**src/rtl/lsu_pkg.sv**
```systemverilog
// rtl/lsu_pkg.sv - access-size and FSM encodings plus alignment helpers for the MEM-stage LSU
package lsu_pkg;

    typedef enum logic [1:0] {
        SIZE_BYTE = 2'b00,
        SIZE_HALF = 2'b01,
        SIZE_WORD = 2'b10,
        SIZE_RSVD = 2'b11
    } lsu_size_t;

    typedef enum logic [1:0] {
        IDLE = 2'b00,
        BUSY = 2'b01,
        DONE = 2'b10
    } lsu_state_t;

    // Reserved size behaves as a word everywhere, hence the default arms.
    function automatic logic [1:0] lsu_align_off(input lsu_size_t size, input logic [1:0] off);
        case (size)
            SIZE_BYTE: return off;
            SIZE_HALF: return {off[1], 1'b0};
            default:   return 2'b00;
        endcase
    endfunction

    function automatic logic lsu_misaligned(input lsu_size_t size, input logic [1:0] off);
        case (size)
            SIZE_BYTE: return 1'b0;
            SIZE_HALF: return off[0];
            default:   return off != 2'b00;
        endcase
    endfunction

endpackage

```
**src/rtl/lsu_align.sv**
```systemverilog
// rtl/lsu_align.sv - byte-enable/write-data lane steering and load lane extraction with extension
module lsu_align
    import lsu_pkg::*;
(
    input  lsu_size_t   st_size_i,
    input  logic [1:0]  st_off_i,
    input  logic [31:0] st_data_i,
    output logic [3:0]  be_o,
    output logic [31:0] wdata_o,
    input  lsu_size_t   ld_size_i,
    input  logic [1:0]  ld_off_i,
    input  logic        ld_unsigned_i,
    input  logic [31:0] rdata_i,
    output logic [31:0] ld_data_o
);

    logic [15:0] lane;

    always_comb begin
        be_o    = 4'hF;
        wdata_o = st_data_i;
        case (st_size_i)
            SIZE_BYTE: begin
                be_o    = 4'b0001 << st_off_i;
                wdata_o = {4{st_data_i[7:0]}};
            end
            SIZE_HALF: begin
                be_o    = 4'b0011 << {st_off_i[1], 1'b0};
                wdata_o = {2{st_data_i[15:0]}};
            end
            default: ;
        endcase
    end

    assign lane = 16'(rdata_i >> {ld_off_i, 3'b000});

    always_comb begin
        ld_data_o = rdata_i;
        case (ld_size_i)
            SIZE_BYTE: ld_data_o = {{24{lane[7] & ~ld_unsigned_i}}, lane[7:0]};
            SIZE_HALF: ld_data_o = {{16{lane[15] & ~ld_unsigned_i}}, lane[15:0]};
            default: ;
        endcase
    end

endmodule

```
**src/rtl/mem_stage_lsu.sv**
```systemverilog
// rtl/mem_stage_lsu.sv - MEM-stage load/store unit: req/ack data bus, pipeline stall, timeout fault
// Optional LSU_ALIGN_CHECK_EN: misaligned half/word faults instead of being forced to alignment.
module mem_stage_lsu
    import lsu_pkg::*;
#(
    parameter int unsigned TIMEOUT = 255
) (
    input  logic        clk,
    input  logic        rst_n,
    input  logic        MemRead_in,
    input  logic        MemWrite_in,
    input  logic [1:0]  Size_in,
    input  logic        Unsigned_in,
    input  logic [31:0] ALU_Data_in,
    input  logic [31:0] Store_Data_in,
    input  logic        MemtoReg_in,
    input  logic        RegWrite_in,
    input  logic [4:0]  Reg_Write_in,
    output logic        dmem_req,
    output logic        dmem_we,
    output logic [31:0] dmem_addr,
    output logic [3:0]  dmem_be,
    output logic [31:0] dmem_wdata,
    input  logic [31:0] dmem_rdata,
    input  logic        dmem_ack,
    output logic        stall_out,
    output logic [31:0] Mem_Data_out,
    output logic [31:0] ALU_Data_out,
    output logic        MemtoReg_out,
    output logic        MemRead_out,
    output logic [4:0]  Reg_Write_out,
    output logic        RegWrite_out,
    output logic        mem_fault
);

    localparam int unsigned CW = (TIMEOUT > 1) ? $clog2(TIMEOUT) : 1;
    localparam logic [CW-1:0] CNT_LAST = CW'((TIMEOUT == 0) ? 0 : TIMEOUT - 1);
    localparam bit TO_EN = (TIMEOUT != 0);

    lsu_state_t  state_q, state_d;
    logic        req_q, req_d;
    logic        we_q, we_d;
    logic [31:0] addr_q, addr_d;
    logic [3:0]  be_q, be_d;
    logic [31:0] wdata_q, wdata_d;
    logic [CW-1:0] cnt_q, cnt_d;
    logic [31:0] data_q, data_d;
    logic        fault_q, fault_d;
    logic        ld_load_q, ld_load_d;
    lsu_size_t   ld_size_q, ld_size_d;
    logic [1:0]  ld_off_q, ld_off_d;
    logic        ld_uns_q, ld_uns_d;

    lsu_size_t   size_w;
    logic [1:0]  off_w;
    logic        mem_op;
    logic        align_fault;
    logic [3:0]  be_w;
    logic [31:0] wdata_w;
    logic [31:0] load_w;

    assign size_w = lsu_size_t'(Size_in);
    assign off_w  = lsu_align_off(size_w, ALU_Data_in[1:0]);
    assign mem_op = MemRead_in | MemWrite_in;

`ifdef LSU_ALIGN_CHECK_EN
    assign align_fault = (state_q == IDLE) && mem_op && lsu_misaligned(size_w, ALU_Data_in[1:0]);
`else
    assign align_fault = 1'b0;
`endif

    lsu_align u_align (
        .st_size_i     (size_w),
        .st_off_i      (off_w),
        .st_data_i     (Store_Data_in),
        .be_o          (be_w),
        .wdata_o       (wdata_w),
        .ld_size_i     (ld_size_q),
        .ld_off_i      (ld_off_q),
        .ld_unsigned_i (ld_uns_q),
        .rdata_i       (dmem_rdata),
        .ld_data_o     (load_w)
    );

    always_comb begin
        state_d   = state_q;
        req_d     = req_q;
        we_d      = we_q;
        addr_d    = addr_q;
        be_d      = be_q;
        wdata_d   = wdata_q;
        cnt_d     = cnt_q;
        data_d    = data_q;
        fault_d   = fault_q;
        ld_load_d = ld_load_q;
        ld_size_d = ld_size_q;
        ld_off_d  = ld_off_q;
        ld_uns_d  = ld_uns_q;
        stall_out = 1'b0;
        case (state_q)
            IDLE: begin
                fault_d = 1'b0;
                if (mem_op && !align_fault) begin
                    stall_out = 1'b1;
                    req_d     = 1'b1;
                    we_d      = MemWrite_in;
                    addr_d    = {ALU_Data_in[31:2], 2'b00};
                    be_d      = be_w;
                    wdata_d   = wdata_w;
                    ld_load_d = ~MemWrite_in;
                    ld_size_d = size_w;
                    ld_off_d  = off_w;
                    ld_uns_d  = Unsigned_in;
                    cnt_d     = '0;
                    state_d   = BUSY;
                end
            end
            BUSY: begin
                stall_out = 1'b1;
                if (dmem_ack) begin
                    req_d   = 1'b0;
                    data_d  = ld_load_q ? load_w : 32'h0;
                    fault_d = 1'b0;
                    state_d = DONE;
                end else if (TO_EN && cnt_q == CNT_LAST) begin
                    req_d   = 1'b0;
                    data_d  = 32'h0;
                    fault_d = 1'b1;
                    state_d = DONE;
                end else begin
                    cnt_d = cnt_q + CW'(1);
                end
            end
            DONE: begin
                // MEM_WB captures this cycle; the frozen EX_MEM advances on the same edge.
                state_d = IDLE;
            end
            default: state_d = IDLE;
        endcase
    end

    always_ff @(posedge clk or negedge rst_n) begin
        if (!rst_n) begin
            state_q   <= IDLE;
            req_q     <= 1'b0;
            we_q      <= 1'b0;
            addr_q    <= 32'h0;
            be_q      <= 4'h0;
            wdata_q   <= 32'h0;
            cnt_q     <= '0;
            data_q    <= 32'h0;
            fault_q   <= 1'b0;
            ld_load_q <= 1'b0;
            ld_size_q <= SIZE_BYTE;
            ld_off_q  <= 2'b00;
            ld_uns_q  <= 1'b0;
        end else begin
            state_q   <= state_d;
            req_q     <= req_d;
            we_q      <= we_d;
            addr_q    <= addr_d;
            be_q      <= be_d;
            wdata_q   <= wdata_d;
            cnt_q     <= cnt_d;
            data_q    <= data_d;
            fault_q   <= fault_d;
            ld_load_q <= ld_load_d;
            ld_size_q <= ld_size_d;
            ld_off_q  <= ld_off_d;
            ld_uns_q  <= ld_uns_d;
        end
    end

    assign dmem_req      = req_q;
    assign dmem_we       = we_q;
    assign dmem_addr     = addr_q;
    assign dmem_be       = be_q;
    assign dmem_wdata    = wdata_q;

    assign mem_fault     = ((state_q == DONE) && fault_q) || align_fault;
    assign Mem_Data_out  = (state_q == DONE) ? data_q : 32'h0;
    assign ALU_Data_out  = ALU_Data_in;
    assign MemtoReg_out  = MemtoReg_in;
    assign MemRead_out   = MemRead_in;
    assign Reg_Write_out = Reg_Write_in;
    assign RegWrite_out  = RegWrite_in & ~mem_fault;

endmodule

```
**config.mk**
```make
export PLATFORM = sky130hd
export DESIGN_NAME = mem_stage_lsu
export DESIGN_NICKNAME = d
export VERILOG_FILES = /design/src/rtl/lsu_pkg.sv /design/src/rtl/lsu_align.sv /design/src/rtl/mem_stage_lsu.sv
export SDC_FILE = /design/constraint.sdc
export NUM_CORES = 1
export LEC_CHECK = 0
export CELL_PAD_IN_SITES_DETAIL_PLACEMENT = 2
export CELL_PAD_IN_SITES_GLOBAL_PLACEMENT = 2
export CORE_UTILIZATION = 22
export CTS_CLUSTER_SIZE = 30
export DETAILED_ROUTE_END_ITERATION = 7
export PLACE_DENSITY = 0.79
export SLEW_MARGIN = 0
export SYNTH_ARGS = -nofsm -noshare
export SYNTH_HDL_FRONTEND = slang
export SYNTH_SLANG_ARGS = --single-unit
```
**constraint.sdc**
```tcl
create_clock -name clk -period 1.42 [get_ports clk]
set_input_delay 0.213 -clock clk [delete_from_list [all_inputs] [get_ports clk]]
set_output_delay 0.213 -clock clk [all_outputs]
set_load 0.05 [all_outputs]
```
==> metrics, run 1 <==
result of the run=complete, but fails checks; violated checks=negative setup slack; Worst Path Max Fanout=8; YS warnings=0; detailed-route wire length=34800 um; placement row count=60; number of cell instances on the worst register-to-register path=8; global-route wire length before repair=48900 um; die outline area=approximately 28000 um^2; share of the synthesized area in the top cell type=48.6%; #FFs+latches synth=about 120; startpoint type of the worst setup path=register; Max Clk Rate=about 540 MHz; crit path capture type=register; width of the die=167 um; number of iterations in the first detailed-routing pass=4; capturing point of the worst reg2reg path=dmem_wdata[29]$_DFFE_PN0P_; final hold violation count=0; Vias per Instance=4.89; WP data required=~1700 ps; dominant cell type by area after synthesis=sky130_fd_sc_hd__dfrtp_1; global-route usage over all layers=a little under a quarter; crit share post-route=130%; floorplan die height=~170 um; number of antenna violations at the first check in global routing=1; pin count of the biggest net entering global routing=34; maximum resistive drop on vdd=approximately 1.2 mV; number of buffers inserted by port buffering=240; top cells by area in the synthesized netlist=sky130_fd_sc_hd__dfrtp_1 49%, sky130_fd_sc_hd__nand2_1 12%, sky130_fd_sc_hd__mux2i_1 5.7%, sky130_fd_sc_hd__buf_4 5.2%, sky130_fd_sc_hd__and2_1 4.3%; post-CTS clock slew at the launch and capture registers of the worst setup and hold paths=70 ps; number of primary I/O pins=around 260; via total after detailed routing=6571; post-synthesis instance area=6020 um^2; RSZ-0062 raised after global routing=true; post-synthesis cell count=~700; ratio of total power to cell area=approximately 2400 nW/um^2; share of async-settable or async-resettable flops after synthesis=between 90% and 100%; worst hold-check path type=input pin to async pin; number of enable flip-flop cells after synthesis=0; CTS Buffer Depth=2; final-report setup violation count=around 150; total grt overflow=0; sinks on the clock net=~120; P&R area growth vs syn=120%; number of violations reported at the end of detailed-routing iteration 0=about 250; clock latency at the later pin of the worst-skew pair=roughly 430 ps; arrival time worst endpoint=around 2200 ps; Most used DFF post-synth=sky130_fd_sc_hd__dfrtp_1; layout cell share with drive strength beyond 1=a little over half; antenna viol nets, final=0; area inside the core boundary=26900 um^2; post-route clock skew=approximately 14 ps; clock period minus worst slack=between 1500 and 2000 ps; reg2reg start=state_q[1]$_DFFE_PN0P_; max-capacitance violation count=0; reg-to-reg setup timing slack=-420 ps; mean instance size in the synthesized netlist=about 9 um^2; H-Tree Level Count=4; Sum Neg Setup Slack=-42870 ps; detailed placer's ending HPWL=19500 um; post-DR wirelength/cell=about 26 um; gpl congestion=between 0.7 and 0.8; max-slew violation count=0; initial standard-cell utilization of the core=between 20% and 30%; number of global-route vias before repair=around 7600; leakage power=between 0.005 and 0.006 uW; sequential-to-total area share from yosys stat=about 49%; minimum setup slack in the final design=-424 ps; drt drc=0; type of the worst setup path=register to register; total clock buffers created by CTS=17; CTS tree=built; Unique masters post-synth=around 50; final net count=1102; root buf cell=sky130_fd_sc_hd__clkbuf_16; total power consumption of the routed design=31400 uW
[flip-flops by register name, indices dropped and copies added, names as in the netlist]
signal      cells
state_q         2
ld_load_q       1
dmem_req        1
dmem_we         1
ld_off_q        2
ld_uns_q        1
ld_size_q       2
dmem_addr      30
dmem_wdata     32
dmem_be         4
data_q         32
cnt_q           8
fault_q         1
[timing repair]
action	4_1_cts	5_1_grt
cloned	20	4
buffers inserted	25	15
endpoints found under the setup margin	150	151
resized for setup	206	143
hold endpoints to repair	19	0
pin swaps	57	60
hold buffers	1	0
[placed cells by master, fill, tap and decap left out, types with 14 or more instances in the layout]
cell type | Yosys | final
sky130_fd_sc_hd__mux2i_1 | 34 | 29
sky130_fd_sc_hd__clkbuf_16 | 0 | 20
sky130_fd_sc_hd__o211ai_1 | 18 | 18
sky130_fd_sc_hd__clkdlybuf4s50_1 | 0 | 103
sky130_fd_sc_hd__nand2_4 | 0 | 62
sky130_fd_sc_hd__nor2_1 | 24 | 24
sky130_fd_sc_hd__nand2_1 | 190 | 78
sky130_fd_sc_hd__buf_16 | 0 | 14
sky130_fd_sc_hd__buf_6 | 1 | 23
sky130_fd_sc_hd__a21oi_1 | 20 | 14
sky130_fd_sc_hd__o21ai_0 | 47 | 22
sky130_fd_sc_hd__buf_4 | 42 | 67
sky130_fd_sc_hd__dfrtp_1 | 117 | 114
sky130_fd_sc_hd__o21ai_2 | 0 | 34
sky130_fd_sc_hd__buf_12 | 0 | 158
sky130_fd_sc_hd__nand2_2 | 1 | 51
sky130_fd_sc_hd__and2_4 | 0 | 32
[through the flow]
stage | instances | setup WS (ps) | util (%) | cell area [um^2] | hold WS, ps
global route | 1342 | -461 | 49.2 | 13200 | 288
detailed placement | 1256 | -517 | 39.3 | 10600 | 158
global placement | 1256 | -431 | 39.3 | 10600 | 158
finish | 1343 | -424 | 49.2 | 13200 | 267
floorplan | 682 | -81.7 | - | 6210 | -82.6
CTS | 1333 | -368 | 47.1 | 12600 | 260
[synth_stat cells, types with 3 or more instances]
library cell and number:
sky130_fd_sc_hd__nand2_1 190, sky130_fd_sc_hd__dfrtp_1 117, sky130_fd_sc_hd__o21ai_0 47, sky130_fd_sc_hd__buf_4 42, sky130_fd_sc_hd__and2_1 41, sky130_fd_sc_hd__mux2i_1 34
sky130_fd_sc_hd__clkbuf_1 24, sky130_fd_sc_hd__nor2_1 24, sky130_fd_sc_hd__o21ai_1 24, sky130_fd_sc_hd__a21oi_1 20, sky130_fd_sc_hd__o211ai_1 18, sky130_fd_sc_hd__buf_2 17
sky130_fd_sc_hd__nand4_1 10, sky130_fd_sc_hd__nand2b_1 8, sky130_fd_sc_hd__nand3_1 7, sky130_fd_sc_hd__nor2b_1 6, sky130_fd_sc_hd__o2bb2ai_1 6, sky130_fd_sc_hd__nor3_1 5
sky130_fd_sc_hd__inv_1 4, sky130_fd_sc_hd__o31ai_1 3, sky130_fd_sc_hd__or3_1 3
[worst max-delay path, stage by stage, from the launching register on]
cell                        delay, ps
sky130_fd_sc_hd__dfrtp_2          420
sky130_fd_sc_hd__buf_6            130
sky130_fd_sc_hd__buf_6            120
sky130_fd_sc_hd__or3_4            360
sky130_fd_sc_hd__buf_12           160
sky130_fd_sc_hd__buf_12           130
sky130_fd_sc_hd__bufbuf_16        280
sky130_fd_sc_hd__nand2_2           80
sky130_fd_sc_hd__o21ai_2           60
[power breakdown]
part	switching [uW]	leakage, uW	total, uW	internal, uW
Combinational	10200	0.00419	19900	9710
Sequential	2060	0.00147	6840	4780
Clock	1850	0.000290	4620	2770
[cell type report]
type                       count  area (um^2)
timing repair buffer         373         5520
multi-input combinational    475         3720
clock inverter                14          180
sequential                   117         2930
clock buffer                  17          425
inverter                       5         21.3
fill                        2521        13600
tap                          341          427
antenna                        1         2.50
[layer usage]
metal	routed length, um	global-route usage (%)
met4	1040	9.25
met2	18400	42.1
met5	13	0
met1	12900	25.8
met3	2430	7.26
[kinds of logic (layout without fill, tap and decap cells)]
logic type	Yosys count	count (layout)	share of synthesized area, %
simple gates	306	306	23.1
fa+ha+maj	2	2	0.415
flops	117	117	48.6
xor+xnor	2	2	0.291
compound gates	128	128	12.9
buf+inv	90	409	8.70
other cells	1	3	0.0623
mux	35	35	5.84
[worst max-delay path by stage]
stage | from | end | slack (ps) | cells after the start
2_1_floorplan | cnt_q[0]$_DFFE_PN0P_ | data_q[6]$_DFFE_PN0P_ | -80 | 6
3_5_place_dp | MemWrite_in | dmem_wdata[11]$_DFFE_PN0P_ | -520 | 6
5_1_grt | state_q[1]$_DFFE_PN0P_ | dmem_addr[13]$_DFFE_PN0P_ | -460 | 8
4_1_cts | state_q[0]$_DFFE_PN0P_ | Mem_Data_out[16] | -370 | 4
6_report | state_q[1]$_DFFE_PN0P_ | dmem_wdata[29]$_DFFE_PN0P_ | -420 | 8
3_3_place_gp | dmem_ack | cnt_q[5]$_DFFE_PN0P_ | -430 | 6
Note: power is estimated with default switching activity, not from simulation.
==> inputs of run 2 (changes only) <==
Settings changed: CORE_UTILIZATION 22 to 32, DONT_BUFFER_PORTS set to 1, PLACE_DENSITY 0.79 to 0.76.
==> metrics, run 2 (synthesis gave the netlist of run 1 again) <==
placement row count=49; area inside the core boundary=18200 um^2; violated checks=design-rule violations, negative hold slack, negative setup slack; delay-heaviest family, CP=buffers and inverters; pin count of the biggest net entering global routing=roughly 120; startpoint type of the worst setup path=register; number of violations reported at the end of detailed-routing iteration 0=between 200 and 300; floorplan die height=roughly 140 um; number of buffers inserted by port buffering=0; max-slew violation count=0; gpl congestion=around 0.88; Placed Area=about 6400 um^2; clock latency at the later pin of the worst-skew pair=430 ps; Slew Limit Headroom=roughly 18%; detailed-route wire length=29300 um; final net count=about 900; RSZ-0062 raised after global routing=true; WP buf/inv=4; number of cell instances on the worst register-to-register path=8; measured slew at the worst slew-check pin=around 1200 ps; global-route wire length before repair=between 40000 and 50000 um; Max Clk Rate=about 570 MHz; type of the worst setup path=register to register; number of antenna violations at the first check in global routing=0; CTS Buffer Depth=2; ratio of total power to cell area=~2500 nW/um^2; width of the die=between 100 and 150 um; Worst Path Max Fanout=7; final-report setup violation count=roughly 150; placed insts=a little under 900; antenna viol nets, final=0; die outline area=19400 um^2; total clock buffers created by CTS=17; cell type with the highest occurrence count on the critical path=sky130_fd_sc_hd__buf_6; total area of multi-input combinational cells=3390 um^2; sequential cell area=about 2900 um^2; post-CTS clock slew at the launch and capture registers of the worst setup and hold paths=approximately 60 ps; final hold violation count=between 100 and 150; crit share post-route=123%; minimum setup slack in the final design=-332 ps; initial standard-cell utilization of the core=about a third; Vias per Instance=between 5 and 6; commonest non-fill, non-tap cell in the layout=sky130_fd_sc_hd__dfrtp_1; Setup Slack @ Placement=-353 ps; hold_buf cts=90; Sum Neg Setup Slack=-32460 ps; number of primary I/O pins=about 260; global-route usage over all layers=between 20 and 30%; crit path capture type=register; drt drc=15; number of global-route vias before repair=between 6000 and 7000; detailed placer's ending HPWL=around 14000 um; cells along the critical path=buf_6 -> buf_8 -> buf_12 -> nor3b_4 -> buf_6 -> o21ai_4 -> o211ai_1 -> o31ai_1; number of gates on the worst path with buffers counted=8; sinks on the clock net=roughly 120; total grt overflow=0; arrival time worst endpoint=2040 ps; root buf cell=sky130_fd_sc_hd__clkbuf_16; clock period minus worst slack=between 1500 and 2000 ps; max-capacitance violation count=0; H-Tree Level Count=4; result of the run=complete, but fails checks; number of iterations in the first detailed-routing pass=8; leading cell types in the layout, fill and taps excluded=115 x sky130_fd_sc_hd__dfrtp_1, 93 x sky130_fd_sc_hd__nand2_1, 89 x sky130_fd_sc_hd__dlygate4sd3_1; final design instance area without fill=approximately 9400 um^2; maximum resistive drop on vdd=1.25 mV; post-DR wirelength/cell=about 28 um; minimum hold slack=-512 ps; leakage power=0.00421 uW; Filler cells=1772; worst hold-check path type=input pin to async pin; WP data required=1710 ps; post-route clock skew=about 12 ps; max incr delay on CP=between 300 and 400 ps; P&R area growth vs syn=55.8%; count of inserted antenna diode cells=0; highest-delay cell along the critical path=sky130_fd_sc_hd__dfrtp_1; final std cells w/o fill=1044; layout cell share with drive strength beyond 1=between 30% and 40%; via total after detailed routing=a little under 6000; CTS tree=built
-- run 2: cell types whose count changed in the layout (fill, tap and decap cells not counted), moves of 15 or more --
cell,before,now
sky130_fd_sc_hd__buf_12,158,17
sky130_fd_sc_hd__clkdlybuf4s50_1,103,0
sky130_fd_sc_hd__dlygate4sd3_1,1,89
sky130_fd_sc_hd__nand2_4,62,19
sky130_fd_sc_hd__buf_4,67,37
sky130_fd_sc_hd__nand2_2,51,79
sky130_fd_sc_hd__o21ai_1,10,33
sky130_fd_sc_hd__o21ai_2,34,16
sky130_fd_sc_hd__nand2_1,78,93
-- run 2: timing repair --
action | in CTS | in global routing
setup buffers | 22 | 9
hold endpoints to repair | 212 | 117
setup endpoints to repair | 147 | 152
pin swaps | 87 | 29
cloned | 18 | 2
resized for setup | 215 | 58
-- run 2: area by class of cell --
cell class                 instances  area share [%]
multi-input combinational        479            36.1
sequential                       117            31.2
timing repair buffer             182            23.1
clock buffer                      18            4.57
tap                              229            3.05
clock inverter                    14            1.76
inverter                           5           0.227
-- run 2: per-layer routing --
layer / GRT usage [%] / routed length, um / vias up
met5: 0 / 0 / -
met3: 8.56 / 2220 / 58
met1: 31.7 / 10800 / 3053
met2: 54.0 / 15400 / 269
met4: 11.2 / 788 / 0
li1: - / - / 2497
-- run 2: worst paths after layout --
kind | startpoint | end | slack, ps
setup / recovery | state_q[1]$_DFFE_PN0P_ | cnt_q[3]$_DFFE_PN0P_ | -330
setup reg to reg | state_q[1]$_DFFE_PN0P_ | cnt_q[3]$_DFFE_PN0P_ | -330
hold reg to reg | data_q[5]$_DFFE_PN0P_ | data_q[5]$_DFFE_PN0P_ | 510
max in group asynchronous | rst_n | state_q[0]$_DFFE_PN0P_ | 1690
min in group clk | dmem_rdata[4] | data_q[4]$_DFFE_PN0P_ | 20
hold / removal | rst_n | data_q[19]$_DFFE_PN0P_ | -510
-- run 2: power by group --
| part | switching [uW] | internal, uW | total, uW | leakage (uW) |
|---|---|---|---|---|
| combinational | 5220 | 4510 | 9730 | 0.00245 |
| clock | 1890 | 2640 | 4530 | 0.000285 |
| sequential | 4790 | 4710 | 9500 | 0.00147 |
| total | 11900 | 11900 | 23800 | 0.00421 |
-- run 2: per-stage QoR --
| stage | total power, uW | util [%] | hold slack (ps) |
|---|---|---|---|
| 2_1_floorplan | 12900 | - | -82.6 |
| 3_3_place_gp | 14000 | 35.3 | -75.9 |
| 6_report | 23800 | 51.5 | -512 |
| 3_5_place_dp | 14500 | 35.3 | -77.1 |
| 5_1_grt | 24600 | 51.5 | -534 |
| 4_1_cts | 22500 | 50.0 | -532 |
==> inputs of run 3 (changes only) <==
Settings changed: CORE_MARGIN set to 8, GPL_TIMING_DRIVEN set to 1.
==> metrics, run 3 (synthesis gave the netlist of run 1 again) <==
layout cell share with drive strength beyond 1=between 40 and 50%; core utilization of the finished layout=between 50% and 60%; arrival time worst endpoint=1710 ps; die outline area=23500 um^2; P&R area growth vs syn=65.6%; minimum hold slack=-529 ps; area inside the core boundary=~19000 um^2; floorplan die height=153 um; max-slew violation count=0; measured slew at the worst slew-check pin=roughly 1200 ps; leading cell types in the layout, fill and taps excluded=114 x sky130_fd_sc_hd__dfrtp_1, 95 x sky130_fd_sc_hd__dlygate4sd3_1, 83 x sky130_fd_sc_hd__nand2_1; max-capacitance violation count=0; crit share post-route=136%; Placed Area=6450 um^2; ratio of total power to cell area=~2600 nW/um^2; result of the run=complete, but fails checks; final net count=roughly 930; gpl congestion=between 0.9 and 1; Max Clk Rate=between 500 and 600 MHz; detailed placer's ending HPWL=approximately 16000 um; placed insts=just under 900; post-route clock skew=roughly 26 ps; type of the worst setup path=register to output pin; CTS tree=built; pin count of the biggest net entering global routing=~120; final hold violation count=~120; sequential cell area=roughly 3000 um^2; final design instance area without fill=roughly 10000 um^2; startpoint type of the worst setup path=register; total grt overflow=0; RSZ-0062 raised after global routing=true; global-route wire length before repair=~48000 um; clock latency at the later pin of the worst-skew pair=450 ps; initial standard-cell utilization of the core=between 30% and 40%; number of primary I/O pins=between 200 and 300; CTS Buffer Depth=2; violated checks=negative hold slack, negative setup slack; leakage power=roughly 0.0044 uW; final-report setup violation count=approximately 150; antenna viol nets, final=0; root buf cell=sky130_fd_sc_hd__clkbuf_16; Slew Limit Headroom=18.0%; global-route usage over all layers=between 20 and 30%; Filler cells=about 1800; commonest non-fill, non-tap cell in the layout=sky130_fd_sc_hd__dfrtp_1; final std cells w/o fill=around 1100; Sum Neg Setup Slack=-47850 ps; number of antenna violations at the first check in global routing=2; drt drc=0; via total after detailed routing=around 6200; number of buffers inserted by port buffering=0; Worst Path Max Fanout=3; H-Tree Level Count=4; sinks on the clock net=between 100 and 150; total clock buffers created by CTS=17; maximum resistive drop on vdd=between 1 and 1.5 mV; number of global-route vias before repair=approximately 7000; placement row count=50; hold_buf cts=96; WP data required=~1200 ps; number of violations reported at the end of detailed-routing iteration 0=309; minimum setup slack in the final design=-508 ps; worst hold-check path type=input pin to async pin; post-CTS clock slew at the launch and capture registers of the worst setup and hold paths=around 90 ps; clock period minus worst slack=around 1900 ps; detailed-route wire length=about 37000 um; crit path capture type=output pin; width of the die=153 um; total area of multi-input combinational cells=between 3000 and 4000 um^2; Vias per Instance=5.82; number of iterations in the first detailed-routing pass=4; post-DR wirelength/cell=34.1 um
==> run 3: critical path, stage by stage (launching register included) <==
cell and delay, ps:
sky130_fd_sc_hd__dfrtp_1 440, sky130_fd_sc_hd__buf_4 170, sky130_fd_sc_hd__buf_6 120, sky130_fd_sc_hd__buf_4 150
sky130_fd_sc_hd__nor3_2 140, sky130_fd_sc_hd__nor2_1 100, sky130_fd_sc_hd__buf_6 160
==> run 3: final cells by class <==
class                           instances  share of cell area, %
Antenna cell                            6                  0.151
Clock buffer                           17                   4.26
Clock inverter                         15                   1.83
Inverter                                5                  0.188
Multi-Input combinational cell        476                   37.1
Sequential cell                       117                   29.4
Tap cell                              234                   2.94
Timing Repair Buffer                  202                   24.2
==> run 3: layer usage <==
layer	part of all wire (%)	track usage, %	vias up
li1	-	-	2528
met5	0	0	-
met3	8.5	9.84	94
met2	51	49.4	330
met1	36	28.3	3288
met4	4.0	10.6	0
==> run 3: worst paths after layout <==
kind / slack, ps / start / endpoint / cells after the start
worst max-delay path: -510 / state_q[0]$_DFFE_PN0P_ / stall_out / 6
worst min-delay path: -530 / rst_n / dmem_wdata[23]$_DFFE_PN0P_ / 0
worst max register to register: -420 / state_q[0]$_DFFE_PN0P_ / dmem_wdata[1]$_DFFE_PN0P_ / 8
worst min register to register: 500 / data_q[2]$_DFFE_PN0P_ / data_q[2]$_DFFE_PN0P_ / 1
max in group asynchronous: 1750 / rst_n / ld_off_q[1]$_DFFE_PN0P_ / 0
min in group clk: 20 / dmem_rdata[4] / data_q[4]$_DFFE_PN0P_ / 2
==> run 3: report_power, final <==
group          leakage [uW]  internal, uW  total, uW  switching (uW)
logic               0.00266          5300      11700            6430
registers           0.00147          4710       9590            4890
clock network      0.000298          2680       4740            2060
==> run 3: per-stage QoR <==
step                      total power, uW  setup slack, ps
final                               26100             -508
after global routing                26700             -530
after CTS                           23400             -530
after detailed placement            14600             -191
after global placement              14200            -98.7
after floorplan                     12900            -81.7
==> run 3: repair_timing <==
action                                 4_1_cts  5_1_grt
cloned                                      17        4
setup endpoints to repair                  148      152
gates resized for setup                    187      159
endpoints found under the hold margin      216      117
setup buffers                               27       18
pin swaps                                   75       59
==> RTL change 1 (settings of run 1) <==
Build with the macro `LSU_ALIGN_CHECK_EN` defined.
--- a/src/rtl/mem_stage_lsu.sv
+++ b/src/rtl/mem_stage_lsu.sv
@@ -2,2 +2,4 @@
 // Optional LSU_ALIGN_CHECK_EN: misaligned half/word faults instead of being forced to alignment.
+`define LSU_ALIGN_CHECK_EN
+
 module mem_stage_lsu
Formal check against the unedited RTL: not equivalent (Yosys sat finds a counterexample within 4 cycles, from zero or initial values and one cycle with rst_n low).
==> RTL change 1 against run 1 <==
- largest power group unchanged
- wire length increased by 13%
- setup slack got worse by 0.15 ns
- clock skew increased by 0.0030 ns
- critical path depth decreased by 2
- largest cell class unchanged
- the run still ends with setup timing left
- sequential cell count unchanged
- synthesized cell count increased by 1.2%
- power decreased by 20%
- highest routed layer is now met4
- final area increased by 0.62%
- area after synthesis increased by 0.46%
==> RTL change 1: results (changes against run 1) <==
status=complete, but fails checks; Post-Synth XOR/XNOR Area=0.289% (-0.0013 points); Fin Clk Skew=0.0174 ns (+0.00305 ns); fillcell total=2547 (+1.0%); Worst EP arrival=1.78 ns (-0.38 ns); vias in the first global route=7962 (+5.1%); met1 WL=14800 um (+15%); first-pass GRT wire length=53600 um (+9.6%); register area share after synthesis=48.4% (-0.22 points); gpl congestion=0.803 (+5.5%); family with the most delay on the worst path=simple AND/OR/NAND/NOR gates; Highest Signal Layer=met4; layout cells sized above 1=54.6% (+1.2 points); vias per cell=5.01 (+2.3%); crit-path max FO=4 (-4); Clock Latency Late Sink=0.43 ns (about the same); met3 WL=2350 um (-3.3%); Placed Area=0.0107 sq mm (+0.88%); Int Pwr=14.0 mW (-19%); post-DP HPWL=20500 um (+4.7%); area share of fa/ha/maj cells after synthesis=0.414% (-0.0019 points); complex-gate fraction of the synthesized area=12.8% (-0.18 points); top post-synthesis cells by count=nand2_1, dfrtp_1, o21ai_0, buf_4, and2_1; Synth area leaders=dfrtp_1, nand2_1, mux2i_1, o21ai_0, buf_4; mux cell area share after synthesis=6.00% (+0.16 points); PortBufs=240 (unchanged); first drt pass iteration count=4 (unchanged); Avg WL per Cell=29.1 um (+12%); final net count=1108 (+0.54%); fin worst setup slack=-0.572 ns (-0.148 ns); Final setup viols=152 (unchanged); M1 GR Usage=28.5% (+2.6 points); met2 Use GR=48.1% (+6.0 points); fin cells=1350 (+0.52%); crit-path max cell delay=0.44 ns (+0.02 ns); Root Buffer Master=clkbuf_16; reg-to-reg endpoint=dmem_addr[15]$_DFFE_PN0P_; post-synthesis average cell area=8.78 sq um (-0.71%); met3 Resource Use GR=7.01% (-0.25 points); setup slack, reg-to-reg=-0.53 ns (-0.11 ns); DR WL met2=20800 um (+13%); pre-CTS setup slack=-0.711 ns (-0.193 ns); leak pwr=6.13 nW (+3.1%); Synth warnings=0 (unchanged); total track usage=26.0% (+2.5 points); initial drt markers=303 (+20%); post-synth cell types=48 (-2.0%); Setup crit end=RegWrite_out; failing checks=setup timing; asr flop ratio synth=100% (unchanged); placed cell count=1272 (+1.3%); Max VDD drop=1140 uV (-7.7%)
==> RTL change 1: cell count changes in the layout (fill, tap and decap cells not counted), sizes merged, moves of 6 or more <==
cell    change
a22oi       +6
nand3      +15
o211ai     -18
o21ai       -6
==> RTL change 1: repair_timing <==
item                                   4_1_cts  5_1_grt
pin swaps                                   63       60
setup endpoints to repair                  152      152
resized for setup                          223      170
setup buffers                               31        3
endpoints found under the hold margin       19        0
hold buffers                                 1        0
gates cloned                                20        1
==> RTL change 1: how the worst min path moves through the flow <==
stage           from               endpoint  slack, ns  cells after the start
3_5_place_dp   rst_n  data_q[2]$_DFFE_PN0P_       0.15                      1
4_1_cts        rst_n  data_q[2]$_DFFE_PN0P_       0.26                      2
3_3_place_gp   rst_n  data_q[2]$_DFFE_PN0P_       0.16                      1
6_report       rst_n  data_q[1]$_DFFE_PN0P_       0.26                      2
5_1_grt        rst_n  data_q[1]$_DFFE_PN0P_       0.28                      2
2_1_floorplan  rst_n   cnt_q[0]$_DFFE_PN0P_      -0.08                      0
==> RTL change 1: stage by stage <==
stage	util, %	TNS (ns)
finish	49.4	-65.28
global route	49.4	-71.81
CTS	47.1	-58.01
detailed placement	39.6	-66.27
global placement	39.6	-54.53
floorplan	-	-9.28
==> RTL change 1: power groups by stage <==
stage	logic [mW]	clock network, mW	registers (mW)
global route	14.4	4.96	6.51
finish	13.9	4.79	6.39
global placement	10.7	0	5.86
floorplan	2.85	0	8.00
detailed placement	11.0	0	5.97
CTS	12.6	4.74	6.07
==> RTL change 1: layout make-up <==
class                      count  area [sq um]  area share, %
multi-input combinational    484          3910           29.4
sequential                   117          2930           22.0
timing repair buffer         369          5400           40.6
antenna                        1          2.50         0.0188
clock inverter                15           191           1.44
inverter                       6          25.0          0.188
clock buffer                  17           425           3.20
tap                          341           427           3.21
==> RTL change 2 (config.mk and constraints of run 1) <==
Without the edit above. Reset style: synchronous (`rst_n`), changed in one clocked block.
--- a/src/rtl/mem_stage_lsu.sv
+++ b/src/rtl/mem_stage_lsu.sv
@@ -141,3 +141,3 @@
 
-    always_ff @(posedge clk or negedge rst_n) begin
+    always_ff @(posedge clk) begin
         if (!rst_n) begin
Function: differs if rst_n is asserted again (counterexample within 4 cycles, from zero or initial values and one cycle with rst_n low); with rst_n held inactive, the same outputs for 4 cycles.
==> RTL change 2 against run 1 <==
- the run still ends with setup timing left
- global-route usage grew 0.89 points
- sequential cell count unchanged
- die area down 4.6%
- synthesized cell count grew 3.2%
- clock skew grew 0.0023 ns
- wire length is 5.3% higher
- area after synthesis decreased by 4.7%
- final area down 3.1%
- setup slack lost 0.041 ns
- utilization rose by 1.2 points
- critical endpoint is now dmem_wdata[11]$_SDFFE_PN0P_
- highest routed layer is now met4
Power is not compared: it rests on default switching activity, and its combinational part moved more than twofold at a synthesized area within 25%.
==> RTL change 2: results (changes against run 1) <==
crit-path max FO=5 (-3); main flop type after synthesis=dfxtp_1; layout cells sized above 1=50.6% (-2.7 points); asr flop ratio synth=0% (-100 points); CP max stage cell=a311oi_1; crit-path max cell delay=0.36 ns (-0.06 ns); met3 WL=2160 um (-11%); FF+latch area=0.00236 sq mm (-20%); top post-synthesis cells by count=nand2_1, dfxtp_1, a21oi_1, buf_4, nor2_1; Synth area leaders=dfxtp_1, nand2_1, mux2i_1, buf_4, a21oi_1; pre-CTS setup slack=-0.553 ns (-0.0351 ns); Root Buffer Master=clkbuf_16; DR WL met2=20500 um (+11%); via count=6916 (+5.3%); Avg WL per Cell=26.5 um (+2.2%); register area share after synthesis=40.8% (-7.8 points); placed cell count=1281 (+2.0%); met2 Use GR=47.1% (+5.0 points); Final setup viols=151 (-0.66%); Worst-path clk slew=0.06 ns; Hold WC Path Type=input pin to flop; post-synth cell types=57 (+16%); met3 Resource Use GR=6.40% (-0.86 points); Placed Area=0.0104 sq mm (-1.6%); Sw Share=34.2%; post-DP HPWL=20700 um (+5.9%); Fin Clk Skew=0.0167 ns (+0.00233 ns); Synth warnings=0 (unchanged); pin count of the biggest net entering global routing=34 (unchanged); fin worst setup slack=-0.464 ns (-0.0406 ns); fin cells=1384 (+3.1%); total track usage=24.4% (+0.89 points); gpl congestion=0.818 (+7.5%); Clock Latency Late Sink=0.43 ns (about the same); Setup Fix Bufs, Post-CTS=27 (+8.0%); TritonCTS Buffers=17 (unchanged); met1 WL=12800 um (-1.2%); first-pass GRT wire length=48200 um (-1.3%); vias in the first global route=7744 (+2.2%); antenna violations before repair=1 (unchanged); M1 GR Usage=24.6% (-1.2 points); initial drt markers=242 (-4.0%); fillcell total=2475 (-1.8%); PostCTS Resize Cnt=84 (-59%); setup TNS=-36.72 ns (+6.15 ns); post-synthesis average cell area=8.17 sq um (-7.6%); post-synth top area cell=dfxtp_1; status=complete, but fails checks; Worst EP arrival=2.17 ns; final net count=1153 (+4.6%); mapped cell area=0.00574 sq mm (-4.7%); failing checks=setup timing; Highest Signal Layer=met4
## RTL change 2: worst min-delay path, cell delays in order
cell,delay [ns]
clkdlybuf4s50_1,0.40
nand2_1,0.07
a21oi_1,0.06
## RTL change 2: path summary, 6_finish.rpt
check                           slack (ns)  depth (start not counted)                    start                     endpoint
worst max-delay path                 -0.46                          9  state_q[1]$_SDFFE_PN0P_  dmem_wdata[11]$_SDFFE_PN0P_
worst min-delay path                  0.37                          3              Unsigned_in        ld_uns_q$_SDFFE_PN0P_
worst max register to register       -0.46                          9  state_q[1]$_SDFFE_PN0P_  dmem_wdata[11]$_SDFFE_PN0P_
worst min register to register        0.48                          1   data_q[1]$_SDFFE_PN0P_       data_q[1]$_SDFFE_PN0P_
## RTL change 2: cells by family (layout without fill, tap and decap cells)
kind of cell,after synthesis,after routing,synth area share (%)
simple gates,246,246,20.4
fa+ha+maj,2,2,0.436
flops,117,117,40.8
mux,36,36,6.49
compound gates,175,176,20.2
xor+xnor,2,2,0.305
buf+inv,124,472,11.4
other cells,1,3,0.0653
## RTL change 2: power groups by stage
| stage | combinational [mW] | sequential [mW] | clock, mW |
|---|---|---|---|
| floorplan | 1.03 | 4.30 | 0 |
| global placement | 3.35 | 3.80 | 0 |
| detailed placement | 3.46 | 3.82 | 0 |
| CTS | 3.94 | 3.74 | 4.66 |
| global route | 4.70 | 3.80 | 4.86 |
| finish | 4.55 | 3.78 | 4.68 |
## RTL change 2: layout make-up
type	count	area share [%]
Antenna cell	1	0.0195
Clock buffer	18	3.43
Clock inverter	14	1.39
Inverter	35	1.04
Multi-Input combinational cell	464	28.4
Sequential cell	117	18.4
Tap cell	330	3.22
Timing Repair Buffer	405	44.1
